`src/rtl/bicubic_tap_accumulate_pkg.sv`:
```
// Shared constants for the bicubic tap accumulation stage.
// Q11 kernel weights, four taps, 8-bit output pixels.
package bicubic_tap_accumulate_pkg;

  localparam int PROD_W  = 24;
  localparam int ACC_W   = 27;
  localparam int Q_FRAC  = 11;
  localparam int N_TAPS  = 4;
  localparam int PIX_MAX = 255;

  typedef struct packed {
    logic [7:0] pixel;
    logic       clip;
  } pix_t;

endpackage

```
`src/rtl/bicubic_tap_accumulate_if.sv`:
```
// Product-in / pixel-out handshake bundle of the tap accumulator.
// master drives products and out_ready; slave is the accumulator.
interface bicubic_tap_accumulate_if
  import bicubic_tap_accumulate_pkg::*;
#(
  parameter int PW = PROD_W
) ();

  logic                 in_clear;
  logic                 in_valid;
  logic                 in_ready;
  logic signed [PW-1:0] in_product;
  logic                 out_valid;
  logic                 out_ready;
  logic [7:0]           out_pixel;
  logic                 out_clip;

  modport master (
    output in_clear, in_valid, in_product, out_ready,
    input  in_ready, out_valid, out_pixel, out_clip
  );

  modport slave (
    input  in_clear, in_valid, in_product, out_ready,
    output in_ready, out_valid, out_pixel, out_clip
  );

endinterface

```
`src/rtl/bicubic_round_clamp.sv`:
```
// Rounds a Q-format kernel sum (ties toward +inf) and clamps to 0..255.
// Shared by the horizontal and vertical passes.
module bicubic_round_clamp
  import bicubic_tap_accumulate_pkg::*;
#(
  parameter int ACC_WIDTH = ACC_W,
  parameter int FRAC_BITS = Q_FRAC
) (
  input  logic signed [ACC_WIDTH-1:0] sum_i,
  output logic [7:0]                  pixel_o,
  output logic                        clip_o
);

  localparam logic signed [ACC_WIDTH:0] HALF =
    {{(ACC_WIDTH-FRAC_BITS+1){1'b0}}, 1'b1, {(FRAC_BITS-1){1'b0}}};

  logic signed [ACC_WIDTH:0] biased;
  logic signed [ACC_WIDTH:0] r;
  logic                      under;
  logic                      over;

  // One guard bit so the rounding bias can never wrap the sum.
  assign biased = {sum_i[ACC_WIDTH-1], sum_i} + HALF;
  assign r      = biased >>> FRAC_BITS;
  assign under  = r[ACC_WIDTH];
  assign over   = !r[ACC_WIDTH] && (|r[ACC_WIDTH-1:8]);

  always_comb begin
    pixel_o = r[7:0];
    clip_o  = 1'b0;
    if (under) begin
      pixel_o = 8'd0;
      clip_o  = 1'b1;
    end else if (over) begin
      pixel_o = 8'(PIX_MAX);
      clip_o  = 1'b1;
    end
  end

endmodule

```
`src/rtl/bicubic_tap_accumulate.sv`:
```
// Serial 4-tap accumulator behind the stage-1 bicubic multiplier.
// Emits one rounded, clamped pixel per kernel on a valid/ready port.
module bicubic_tap_accumulate
  import bicubic_tap_accumulate_pkg::*;
#(
  parameter int INTER_PRODUCT_WIDTH = PROD_W,
  parameter int ACC_WIDTH           = ACC_W,
  parameter int FRAC_BITS           = Q_FRAC,
  parameter int TAPS                = N_TAPS
) (
  input  logic                    clk,
  input  logic                    rst,
  bicubic_tap_accumulate_if.slave bus
);

  localparam int TW = (TAPS > 1) ? $clog2(TAPS) : 1;

  logic [TW-1:0]               tap_cnt_q, tap_cnt_d;
  logic signed [ACC_WIDTH-1:0] acc_q, acc_d;
  logic signed [ACC_WIDTH-1:0] prod_ext, sum;
  logic                        out_valid_q, out_valid_d;
  logic [7:0]                  out_pixel_q, out_pixel_d;
  logic                        out_clip_q, out_clip_d;
  logic                        in_rdy, in_fire, out_fire, last_tap;
  logic [7:0]                  rc_pixel;
  logic                        rc_clip;

  assign prod_ext = {
    {(ACC_WIDTH-INTER_PRODUCT_WIDTH){bus.in_product[INTER_PRODUCT_WIDTH-1]}},
    bus.in_product
  };

  // Stall only while a finished pixel is stuck in the output register.
  assign in_rdy = !(out_valid_q && !bus.out_ready);

  bicubic_round_clamp #(
    .ACC_WIDTH (ACC_WIDTH),
    .FRAC_BITS (FRAC_BITS)
  ) u_round_clamp (
    .sum_i   (sum),
    .pixel_o (rc_pixel),
    .clip_o  (rc_clip)
  );

  always_ff @(posedge clk) begin
    if (rst) begin
      tap_cnt_q   <= '0;
      acc_q       <= '0;
      out_valid_q <= 1'b0;
      out_pixel_q <= '0;
      out_clip_q  <= 1'b0;
    end else begin
      tap_cnt_q   <= tap_cnt_d;
      acc_q       <= acc_d;
      out_valid_q <= out_valid_d;
      out_pixel_q <= out_pixel_d;
      out_clip_q  <= out_clip_d;
    end
  end

  always_comb begin
    in_fire     = bus.in_valid && in_rdy && !bus.in_clear;
    out_fire    = out_valid_q && bus.out_ready;
    last_tap    = in_fire && (tap_cnt_q == TW'(TAPS-1));
    sum         = ((tap_cnt_q == '0) ? '0 : acc_q) + prod_ext;
    tap_cnt_d   = tap_cnt_q;
    acc_d       = acc_q;
    out_valid_d = out_valid_q;
    out_pixel_d = out_pixel_q;
    out_clip_d  = out_clip_q;
    if (bus.in_clear) begin
      tap_cnt_d = '0;
      acc_d     = '0;
    end else if (in_fire) begin
      acc_d     = sum;
      tap_cnt_d = last_tap ? '0 : tap_cnt_q + TW'(1);
    end
    if (last_tap) begin
      out_valid_d = 1'b1;
      out_pixel_d = rc_pixel;
      out_clip_d  = rc_clip;
    end else if (out_fire) begin
      out_valid_d = 1'b0;
    end
  end

  always_comb begin
    bus.in_ready  = in_rdy;
    bus.out_valid = out_valid_q;
    bus.out_pixel = out_pixel_q;
    bus.out_clip  = out_clip_q;
  end

endmodule

```
`src/flat_wrapper.sv`:
```
// flat-port wrapper written by rule: the top's interface ports become plain ports
module bicubic_tap_accumulate_flat import bicubic_tap_accumulate_pkg::*;
#(
  parameter int INTER_PRODUCT_WIDTH = PROD_W,
  parameter int ACC_WIDTH           = ACC_W,
  parameter int FRAC_BITS           = Q_FRAC,
  parameter int TAPS                = N_TAPS
)
  (clk, rst, bus_in_clear, bus_in_valid, bus_in_product, bus_out_ready, bus_in_ready, bus_out_valid, bus_out_pixel, bus_out_clip);
  bicubic_tap_accumulate_if bus_i ();
  input  logic clk;
  input  logic rst;
  input wire logic [$bits(bus_i.in_clear)-1:0] bus_in_clear;
  input wire logic [$bits(bus_i.in_valid)-1:0] bus_in_valid;
  input wire logic [$bits(bus_i.in_product)-1:0] bus_in_product;
  input wire logic [$bits(bus_i.out_ready)-1:0] bus_out_ready;
  output wire logic [$bits(bus_i.in_ready)-1:0] bus_in_ready;
  output wire logic [$bits(bus_i.out_valid)-1:0] bus_out_valid;
  output wire logic [$bits(bus_i.out_pixel)-1:0] bus_out_pixel;
  output wire logic [$bits(bus_i.out_clip)-1:0] bus_out_clip;
  assign bus_i.in_clear = bus_in_clear;
  assign bus_i.in_valid = bus_in_valid;
  assign bus_i.in_product = bus_in_product;
  assign bus_i.out_ready = bus_out_ready;
  assign bus_in_ready = bus_i.in_ready;
  assign bus_out_valid = bus_i.out_valid;
  assign bus_out_pixel = bus_i.out_pixel;
  assign bus_out_clip = bus_i.out_clip;
  bicubic_tap_accumulate #(.INTER_PRODUCT_WIDTH(INTER_PRODUCT_WIDTH), .ACC_WIDTH(ACC_WIDTH), .FRAC_BITS(FRAC_BITS), .TAPS(TAPS)) u_core (.clk(clk), .rst(rst), .bus(bus_i));
endmodule
```
`config.mk`:
```
export PLATFORM = sky130hd
export DESIGN_NAME = bicubic_tap_accumulate_flat
export DESIGN_NICKNAME = d
export VERILOG_FILES = /design/src/rtl/bicubic_tap_accumulate_pkg.sv /design/src/rtl/bicubic_tap_accumulate_if.sv /design/src/rtl/bicubic_round_clamp.sv /design/src/rtl/bicubic_tap_accumulate.sv /design/src/flat_wrapper.sv
export SDC_FILE = /design/constraint.sdc
export NUM_CORES = 1
export LEC_CHECK = 0
export CORE_AREA = 3 3 99 101
export CTS_CLUSTER_SIZE = 14
export DETAILED_ROUTE_END_ITERATION = 10
export DIE_AREA = 0 0 102 104
export PLACE_DENSITY = 0.68
export SYNTH_ARGS = -nofsm -noshare
export SYNTH_HDL_FRONTEND = slang
export SYNTH_SLANG_ARGS = --single-unit
```
`constraint.sdc`:
```
create_clock -name clk -period 11.39 [get_ports clk]
set_input_delay 2.278 -clock clk [delete_from_list [all_inputs] [get_ports clk]]
set_output_delay 2.278 -clock clk [all_outputs]
set_load 0.01 [all_outputs]
```
==> impl_metrics.json <==
{
  "core.rowCount": 35,
  "cp_data_arrival_time_ns": 6.53,
  "clockBufferDepth": 2,
  "grt_pass1_wl_mm": 17.30,
  "ys_types": 82,
  "clock_sinks": 39,
  "root_buffer": "clkbuf_8",
  "wl_mm": 10.39,
  "leakagePower_uw": 0.001631,
  "die_w_um": 102,
  "final.setup_skew_ns": 0.006573,
  "synth_edf_count": 0,
  "fin_cells": 640,
  "layout-drive-gt1-share_pct": 8.129,
  "antenna_found_initial": 0,
  "timing.final.crit_share_pct": 55.83,
  "htree_levels": 2,
  "yosys.area.top_type": "dfxtp_1",
  "tns_ns": 0,
  "ys_seq_area_share_pct": 20.38,
  "die_h_um": 104,
  "drcViolationCount": 0,
  "r2r_start": "u_core.tap_cnt_q[0]$_SDFFE_PP0P_",
  "drtIter0Drc": 163,
  "power.total_uw": 323.7,
  "worst-r2r-cell-count": 16,
  "finalMaxSlewViolations": 0,
  "required_ns": 11.56,
  "cts.repair.resized": 0,
  "synthCells": 510,
  "whs_path_depth": 2,
  "io_pins": 40,
  "slowest_delay_ns": 0.60,
  "crit_buf_inv": 1,
  "setup_violations": 0,
  "synth_xor_area_share_pct": 5.421,
  "synth_fp_nets": 569,
  "crit_path_start_kind": "input pin",
  "ys_async_sr_fraction_pct": 0,
  "synth_top_area_share_pct": 20.38,
  "clk_latency_ns": 0.31,
  "post-cts-setup-buffers": 0,
  "relSlewSlack_pct": 25.17,
  "tightest_slew_ns": 1.122,
  "p_comb_share_pct": 23.9,
  "grt-ovfl-total": 0,
  "viasPerCell": 5.800,
  "fmaxAchievable_ghz": 0.1573,
  "core_area_um2": 9109,
  "startpoint": "bus_in_product[4]",
  "hpwl_mm": 7.758,
  "gp_congestion": 0.9006,
  "end_kind": "register",
  "path_clk_slew_ns": 0.09,
  "power-per-cell-area_nw_per_um2": 75.57,
  "synthAdderAreaFrac_pct": 9.993,
  "antenna_left": 0,
  "clkPwrFrac_pct": 32.5,
  "fillers": 937,
  "cp.depth": 13,
  "place_ws_ns": 4.778,
  "diodes": 0,
  "vias": 3712,
  "die_area_um2": 10610,
  "ys_warn_count": 0,
  "outcome": "finished clean",
  "critPathMaxFanout": 9,
  "synth_top_family_by_area": "simple AND/OR/NAND/NOR gates",
  "crit_top_cell": "a221oi_1",
  "r2r_end": "u_core.bus.out_pixel[4]$_SDFFE_PP0P_",
  "maxCapViolations": 0,
  "final_hold_viol_count": 0,
  "fin_ws_ns": 5.031,
  "switching_share_pct": 33.34,
  "path_cells": "clkdlybuf4s50_1, ha_1, and2_1, a221oi_1, a211oi_2, nor3_1, xor2_2, nor4b_4, nand4_2, or4_4, nor4b_2, o22a_2, a221oi_1",
  "slowest_stage": "a221oi_1",
  "wire_per_inst_um": 16.23,
  "tritoncts": "yes",
  "dp.cells": 632,
  "ir_drop_uv": 48.84,
  "port_buffers": 39,
  "grt_max_degree": 34,
  "cts_hold_buf": 0,
  "hold_path.class": "reg -> reg",
  "start_util_pct": 42.06,
  "synth_area_um2": 3831,
  "numCtsBuffers": 5,
  "synth_simple_gate_area_share_pct": 29.69,
  "switching_power_uw": 107.9,
  "grt_pass1_vias": 3628,
  "path_class": "in -> reg",
  "post-route-util_pct": 47.02,
  "synth_compound_gate_area_share_pct": 27.14,
  "p_int_uw": 215.8,
  "dr.pass1.iters": 4,
  "fin_nets": 587,
  "avgSynthCellArea_um2": 7.512,
  "rsz0062_at_grt": "false",
  "crit_end": "u_core.bus.out_pixel[4]$_SDFFE_PP0P_",
  "grt_usage_pct": 19.80,
  "fin_crit_ns": 6.359,
  "cp_top_family": "simple AND/OR/NAND/NOR gates",
  "synthFlopType": "dfxtp_1",
  "reg2reg_slack_ns": 6.46,
  "ys_top_cells_by_area": "dfxtp_1, ha_1, a21oi_1",
  "syn2layout_area_growth_pct": 11.79,
  "synth_mux_area_share_pct": 0.7838,
  "seqPwrFrac_pct": 43.6,
  "synth-seq-cells": 39
}
[tightest hold or removal path, stage by stage, from the launching register on]
cell	delay (ns)
dfxtp_1	0.32
nand2_1	0.05
a21oi_1	0.05
[through the flow]
| step | hold WS, ns | instance area [um^2] |
|---|---|---|
| after global placement | 0.4335 | 4190 |
| final | 0.4508 | 4283 |
| after global routing | 0.4635 | 4283 |
| after detailed placement | 0.4400 | 4190 |
| after floorplan | 0.4273 | 3831 |
| after CTS | 0.4527 | 4283 |
[cell usage after synthesis, types with 4 or more instances]
cell	count
ha_1	29
nor3_1	16
a21oi_1	66
nand4_1	9
nor2b_1	28
dfxtp_1	39
nand3_1	7
nor2_1	35
nand2_1	72
nand2b_1	7
o21ai_0	16
buf_4	4
a21o_1	9
xor2_1	5
o21a_1	6
xnor2_1	15
and2_1	4
a221oi_1	8
a211oi_1	7
nor4_1	5
o211ai_1	6
inv_1	18
clkbuf_1	16
[sequential cells by signal (all words and copies together) (netlist names)]
| register | flops |
|---|---|
| u_core.tap_cnt_q | 2 |
| u_core.acc_q | 27 |
| u_core.bus.out_clip | 1 |
| u_core.bus.out_valid | 1 |
| u_core.bus.out_pixel | 8 |
[layout make-up]
type                    instances  area (um^2)  share of cell area, %
clock buffers                   5        68.82                  1.607
well taps                     111        138.9                  3.243
inverters                      18        67.56                  1.578
flip-flops and latches         39        780.7                  18.23
multi-input cells             423         2798                  65.32
repair buffers                 41        405.4                  9.465
clock inverters                 3        23.77                 0.5551
[metal layers]
metal  up-vias  global-route usage, %  wire length, um
met5         -                      0                0
met4         0                  4.967              138
met3        14                  3.219              537
met2        90                  31.15             4676
met1      1739                  28.00             5034
li1       1869                      -                -
[layout by cell type, fill, tap and decap left out, types with 3 or more instances in the layout]
cell type,Yosys,final
nand2_1,72,72
a21oi_1,66,66
clkdlybuf4s50_1,0,39
dfxtp_1,39,39
nor2_1,35,35
ha_1,29,29
nor2b_1,28,28
inv_1,18,18
o21ai_0,16,16
nor3_1,16,16
xnor2_1,15,15
a21o_1,9,9
nand4_1,9,9
a221oi_1,8,8
nand2b_1,7,7
nand3_1,7,7
a211oi_1,7,7
o211ai_1,6,6
o21a_1,6,6
nor4_1,5,5
xor2_1,5,5
clkbuf_8,3,5
and2_1,4,4
a31oi_1,3,3
o31ai_1,3,3
mux2i_1,3,3
a221oi_2,3,3
[power by group through the flow]
stage          clock network (uW)  registers (uW)  logic, uW
5_1_grt                       111             142       85.9
3_3_place_gp                    0             144       75.5
6_report                      105             141       77.3
3_5_place_dp                    0             144       76.6
2_1_floorplan                   0             144       54.9
4_1_cts                       107             141       77.0
[worst min-delay path by stage]
stage / from / end / slack (ns)
finish: u_core.acc_q[9]$_SDFFE_PP0P_ / u_core.acc_q[9]$_SDFFE_PP0P_ / 0.45
detailed placement: u_core.acc_q[9]$_SDFFE_PP0P_ / u_core.acc_q[9]$_SDFFE_PP0P_ / 0.44
global placement: u_core.acc_q[2]$_SDFFE_PP0P_ / u_core.acc_q[2]$_SDFFE_PP0P_ / 0.43
CTS: u_core.acc_q[9]$_SDFFE_PP0P_ / u_core.acc_q[9]$_SDFFE_PP0P_ / 0.45
floorplan: u_core.acc_q[3]$_SDFFE_PP0P_ / u_core.acc_q[3]$_SDFFE_PP0P_ / 0.43
global route: u_core.acc_q[16]$_SDFFE_PP0P_ / u_core.acc_q[16]$_SDFFE_PP0P_ / 0.46
[cell families after synthesis]
group	count (synthesis)
xor gates and xnor gates	22
adders and majority gates	30
AOI/OAI and AO/OA	155
buffers and inverters	48
DFF	39
and+or+nand+nor	213
muxes	3
No activity file was read; power rests on OpenSTA's default activity.
